### src/rtl/bin_to_bcd_seq_pkg.sv
// Shared types and defaults for the sequential binary-to-BCD converter.
package bin_to_bcd_seq_pkg;

   localparam int BIN_W_DEF  = 13;
   localparam int DIGITS_DEF = 4;
   localparam int CNT_W      = 4;

   typedef enum logic [1:0] {
      ST_IDLE  = 2'd0,
      ST_SHIFT = 2'd1,
      ST_DONE  = 2'd2
   } state_t;

endpackage : bin_to_bcd_seq_pkg

### src/rtl/bin_to_bcd_seq_add3.sv
// Double-dabble digit correction: adds 3 to a BCD nibble that is 5 or more.
module bcd_add3 (
   input  logic [3:0] nib_i,
   output logic [3:0] nib_o
);

   always_comb begin
      nib_o = nib_i;
      if (nib_i >= 4'd5) begin
         nib_o = nib_i + 4'd3;
      end
   end

endmodule : bcd_add3

### src/rtl/bin_to_bcd_seq.sv
// Sequential double-dabble converter: one iteration per clock, BIN_W iterations
// per conversion, result published in a single-cycle DONE state.
module bin_to_bcd_seq
   import bin_to_bcd_seq_pkg::*;
#(
   parameter int BIN_W  = BIN_W_DEF,
   parameter int DIGITS = DIGITS_DEF
) (
   input  logic                  clk,
   input  logic                  rst,
   input  logic                  start,
   input  logic [BIN_W-1:0]      bin,
   output logic                  busy,
   output logic                  done,
   output logic [DIGITS*4-1:0]   bcd
);

   localparam int SW = DIGITS * 4;
   localparam logic [CNT_W-1:0] LAST_ITER = CNT_W'(BIN_W - 1);

   state_t            state_q;
   logic [CNT_W-1:0]  cnt_q;
   logic [SW-1:0]     scratch_q;
   logic [BIN_W-1:0]  shift_q;
   logic              busy_q;
   logic              done_q;
   logic [SW-1:0]     bcd_q;

   logic [SW-1:0]     adj;
   logic [SW-1:0]     scratch_d;
   logic [BIN_W-1:0]  shift_d;

   genvar gi;
   generate
      for (gi = 0; gi < DIGITS; gi++) begin : g_add3
         bcd_add3 u_add3 (
            .nib_i (scratch_q[gi*4 +: 4]),
            .nib_o (adj[gi*4 +: 4])
         );
      end
   endgenerate

   // Correct all digits first, then shift the combined {scratch, shift} word.
   assign {scratch_d, shift_d} = {adj[SW-2:0], shift_q, 1'b0};

   always_ff @(posedge clk) begin
      if (rst) begin
         state_q   <= ST_IDLE;
         cnt_q     <= '0;
         scratch_q <= '0;
         shift_q   <= '0;
         busy_q    <= 1'b0;
         done_q    <= 1'b0;
         bcd_q     <= '0;
      end else begin
         case (state_q)
            ST_IDLE: begin
               done_q <= 1'b0;
               if (start) begin
                  shift_q   <= bin;
                  scratch_q <= '0;
                  cnt_q     <= '0;
                  busy_q    <= 1'b1;
                  state_q   <= ST_SHIFT;
               end
            end
            ST_SHIFT: begin
               scratch_q <= scratch_d;
               shift_q   <= shift_d;
               if (cnt_q == LAST_ITER) begin
                  cnt_q   <= '0;
                  busy_q  <= 1'b0;
                  done_q  <= 1'b1;
                  bcd_q   <= scratch_d;
                  state_q <= ST_DONE;
               end else begin
                  cnt_q <= cnt_q + 1'b1;
               end
            end
            ST_DONE: begin
               done_q  <= 1'b0;
               state_q <= ST_IDLE;
            end
            default: begin
               busy_q  <= 1'b0;
               done_q  <= 1'b0;
               state_q <= ST_IDLE;
            end
         endcase
      end
   end

   assign busy = busy_q;
   assign done = done_q;
   assign bcd  = bcd_q;

endmodule : bin_to_bcd_seq

### config.mk
export PLATFORM = sky130hd
export DESIGN_NAME = bin_to_bcd_seq
export DESIGN_NICKNAME = d
export VERILOG_FILES = /design/src/rtl/bin_to_bcd_seq_pkg.sv /design/src/rtl/bin_to_bcd_seq_add3.sv /design/src/rtl/bin_to_bcd_seq.sv
export SDC_FILE = /design/constraint.sdc
export NUM_CORES = 1
export LEC_CHECK = 0
export BUFFER_PORTS_ARGS = -buffer_cell sky130_fd_sc_hd__buf_4
export CORE_MARGIN = 3
export CORE_UTILIZATION = 55
export DETAILED_ROUTE_END_ITERATION = 16
export PLACE_DENSITY_LB_ADDON = 0.3
export SYNTH_ARGS = -nofsm -noshare
export SYNTH_HDL_FRONTEND = slang
export SYNTH_SLANG_ARGS = --single-unit
### constraint.sdc
create_clock -name clk -period 1.7 [get_ports clk]
set_input_delay 0.34 -clock clk [delete_from_list [all_inputs] [get_ports clk]]
set_output_delay 0.34 -clock clk [all_outputs]
set_load 0.01 [all_outputs]
==> impl_table.tex <==
\begin{tabular}{lr}
\hline
Metric & Value \\
\hline
\multicolumn{2}{l}{\textbf{Timing}} \\
Transition time at the pin with the least slew margin & 358 ps \\
Final TNS setup & 0 ps \\
Worst setup margin & 145 ps \\
Worst clock skew & 3.98 ps \\
Final Max Slew Viols & 0 \\
Post-route minimum period & 1550 ps \\
Relative max-transition margin & 75.9\% \\
Highest achievable clock rate & 643 MHz \\
\# setup viols final & 0 \\
Post-route clock period utilization & 91.5\% \\
Final Hold Viols & 0 \\
\multicolumn{2}{l}{\textbf{Clocking}} \\
CTS tree & yes \\
Count of clock tree sinks & 53 \\
Root buffer selected by CTS & sky130\_fd\_sc\_hd\_\_clkbuf\_8 \\
Maximum level of the CTS H-tree & 2 \\
CTS clock-pin slew for the worst setup and hold paths & 90 ps \\
Clock Path Buffers & 2 \\
Inserted Clock Buffers & 5 \\
Clock latency of the later-clocked register in the worst-skew pair & 300 ps \\
\multicolumn{2}{l}{\textbf{Power and ir drop}} \\
Sum of internal, switching and leakage power & 2.14 mW \\
Pwr per Cell Area & 763 nW/um\^{}2 \\
LEAKAGE & 1.15 nW \\
Worst-case vdd ir drop & 0.562 mV \\
\multicolumn{2}{l}{\textbf{Yosys}} \\
Synthesized area & 2440 um\^{}2 \\
Count of unique library cells instantiated by Yosys & 37 \\
Sequential cell area fraction in the yosys report & 43.4\% \\
Number of enable-type register cells in the synthesized netlist & 0 \\
Net count after synthesis & 305 \\
Area share of the leading cell type in the synthesized netlist & 43.4\% \\
Top-count cell post-synth & sky130\_fd\_sc\_hd\_\_dfxtp\_1 \\
Post-synthesis cell count & 279 \\
Commonest register cell after synthesis & sky130\_fd\_sc\_hd\_\_dfxtp\_1 \\
Synth top cells by count & sky130\_fd\_sc\_hd\_\_dfxtp\_1 (53), sky130\_fd\_sc\_hd\_\_nand2\_1 (37), sky130\_fd\_sc\_hd\_\_o21ai\_1 (29) \\
Syn\_area\_per\_cell & 8.76 um\^{}2 \\
Ranking of synthesized cells by area & sky130\_fd\_sc\_hd\_\_dfxtp\_1 (43\%), sky130\_fd\_sc\_hd\_\_o21ai\_1 (5.9\%), sky130\_fd\_sc\_hd\_\_nand2\_1 (5.7\%) \\
Post-synthesis cell type with the largest combined area & sky130\_fd\_sc\_hd\_\_dfxtp\_1 \\
Count of synthesis-stage warnings from yosys & 0 \\
FFs w/ async S/R, synth & 0\% \\
Number of synthesized register bits & 53 \\
\multicolumn{2}{l}{\textbf{Finish}} \\
ANT cells & 0 \\
Nets & 338 \\
Area taken by multi-input logic gates & 1250 um\^{}2 \\
Ratio of cells with drive above 1 in the final layout & 18.2\% \\
Area added between synthesis and finish & 15.0\% \\
Filler Cells Inserted & 357 \\
Register area & 1060 um\^{}2 \\
\multicolumn{2}{l}{\textbf{Placement}} \\
DP HPWL & 3530 um \\
IO Port Bufs & 33 \\
Placer Congestion & 0.805 \\
Pre-CTS setup slack & 151 ps \\
\multicolumn{2}{l}{\textbf{Drt}} \\
Vias/cell & 5.58 \\
Total iterations of the first detailed-routing run & 4 \\
Violation count after the first detailed-routing iteration & 105 \\
Wire length on met1 & 2370 um \\
DR DRC count & 0 \\
Average wire length per cell after detail routing & 13.9 um \\
Final ANT Viol Nets & 0 \\
Routed WL & 5030 um \\
Detailed route wirelength on metal3 & 259 um \\
Top routing layer used & met4 \\
Vias after detailed routing & 2024 \\
Met2 wire length & 2340 um \\
\multicolumn{2}{l}{\textbf{Critical path}} \\
Critical path class & flip-flop to flip-flop \\
Reg2reg start & cnt\_q[1] \\
Cell with the biggest individual delay on the critical path & sky130\_fd\_sc\_hd\_\_dfxtp\_1 \\
Cell Chain, Critical Path & inv\_1, ha\_1, nand3\_2, nor2\_4, o221ai\_1, a21oi\_1 \\
Crit path launch type & flip-flop \\
Arrival time of the worst setup path & 1800 ps \\
Reg-to-Reg End & bcd[6] \\
Biggest fanout along the worst timing path & 14 \\
Depth of the worst register-to-register path & 6 \\
Max stage delay on crit path & 360 ps \\
Setup crit end kind & flip-flop \\
Register-to-register setup slack & 150 ps \\
Worst Path Required & 1940 ps \\
\multicolumn{2}{l}{\textbf{Min path}} \\
Endpoint of the worst hold path & shift\_q[9] \\
Number of cells on the worst hold path & 3 \\
Classification of the worst-slack hold path & input port to flip-flop \\
Worst Hold Launch & bin[9] \\
\multicolumn{2}{l}{\textbf{Floorplan}} \\
Standard-cell row count & 23 \\
Number of top-level design ports & 34 \\
Floorplan die area & 5280 um\^{}2 \\
X dimension of the die & 72.7 um \\
Floorplan core area & 4140 um\^{}2 \\
Vertical extent of the die & 72.7 um \\
Starting Density & 59.0\% \\
\multicolumn{2}{l}{\textbf{Global routing}} \\
Maximum number of pins on one net before global-route repair & 27 \\
Gr ovfl total & 0 \\
Initial antenna violation count & 0 \\
Wire length of the first global-routing pass & 8510 um \\
Total Routing Usage GR & 20.3\% \\
Vias in the first global route & 1864 \\
\multicolumn{2}{l}{\textbf{Status}} \\
Outcome & completed \\
\multicolumn{2}{l}{\textbf{Run}} \\
Max-cap violations & 0 \\
\hline
\end{tabular}
cells by family after synthesis:
group                    after synthesis  synth area share (%)
multiplexers                          11                  4.51
flip-flops                            53                  43.4
buffers and inverters                 28                  5.63
AND/OR/NAND/NOR                      101                  21.6
adder cells (fa/ha/maj)               10                  5.12
XOR/XNOR                               5                  1.79
AO/OA/AOI/OAI                         71                  17.9
placed cells by master (no fill, tap or decap), drive strengths merged, types with 5 or more instances in the layout:
master,n
nand2,37
mux2i,11
buf,40
nand3,5
clkbuf,6
dfxtp,53
nor2,15
nor3,9
nor3b,8
inv,14
o21ai,34
o221ai,6
ha,10
a22o,5
a211oi,7
nand3b,7
nand2b,7
a21oi,14
state kept, by name (all words and copies together), names as in the netlist:
name / flops
bcd: 16
scratch_q: 16
shift_q: 13
cnt_q: 4
state_q: 2
busy: 1
done: 1
worst max-delay path, delay by kind of cell (launching register included):
kind,cells,cell delay (ps)
flops,1,360
fa+ha+maj,1,200
simple gates,2,520
compound gates,2,350
buf+inv,1,70
how the worst max path moves through the flow:
| stage | to | startpoint |
|---|---|---|
| 6_report | bcd[6] | cnt_q[1] |
| 5_1_grt | bcd[6] | cnt_q[0] |
| 4_1_cts | bcd[6] | cnt_q[0] |
| 3_5_place_dp | bcd[6] | cnt_q[0] |
| 3_3_place_gp | bcd[6] | cnt_q[0] |
| 2_1_floorplan | bcd[15] | cnt_q[0] |
metal layers:
| layer | track usage [%] | vias up |
|---|---|---|
| met1 | 27.5 | 926 |
| met4 | 8.61 | 0 |
| met3 | 3.03 | 5 |
| li1 | - | 1032 |
| met2 | 32.2 | 61 |
| met5 | 0 | - |
where the power goes:
group | total, mW | switching [mW] | internal, mW | leakage, nW
Clock | 0.682 | 0.396 | 0.286 | 0.0450
Combinational | 0.170 | 0.0879 | 0.0820 | 0.678
Sequential | 1.29 | 0.0212 | 1.27 | 0.430
Total | 2.14 | 0.505 | 1.64 | 1.15
through the flow:
stage               hold WS, ps  cell area, um^2  std cells  utilization [%]
floorplan                   427             2440        279                -
global placement            434             2710        354             65.5
detailed placement          446             2710        354             65.5
CTS                         290             2800        362             67.5
global route                302             2810        363             67.8
finish                      297             2810        363             67.8
area by class of cell:
type                    instances  area share, %
inverters                      14           1.87
clock buffers                   6           2.58
flip-flops and latches         53           37.8
repair buffers                 40           10.7
well taps                      50           2.23
clock inverters                 2          0.356
multi-input cells             198           44.5
what timing repair did:
item | CTS | global route
endpoints found under the hold margin | 0 | 0
setup buffers | 0 | 1
endpoints found under the setup margin | 0 | 4
hold buffers | 0 | 0
resized for setup | 0 | 1
(Power assumes the default switching activity.)
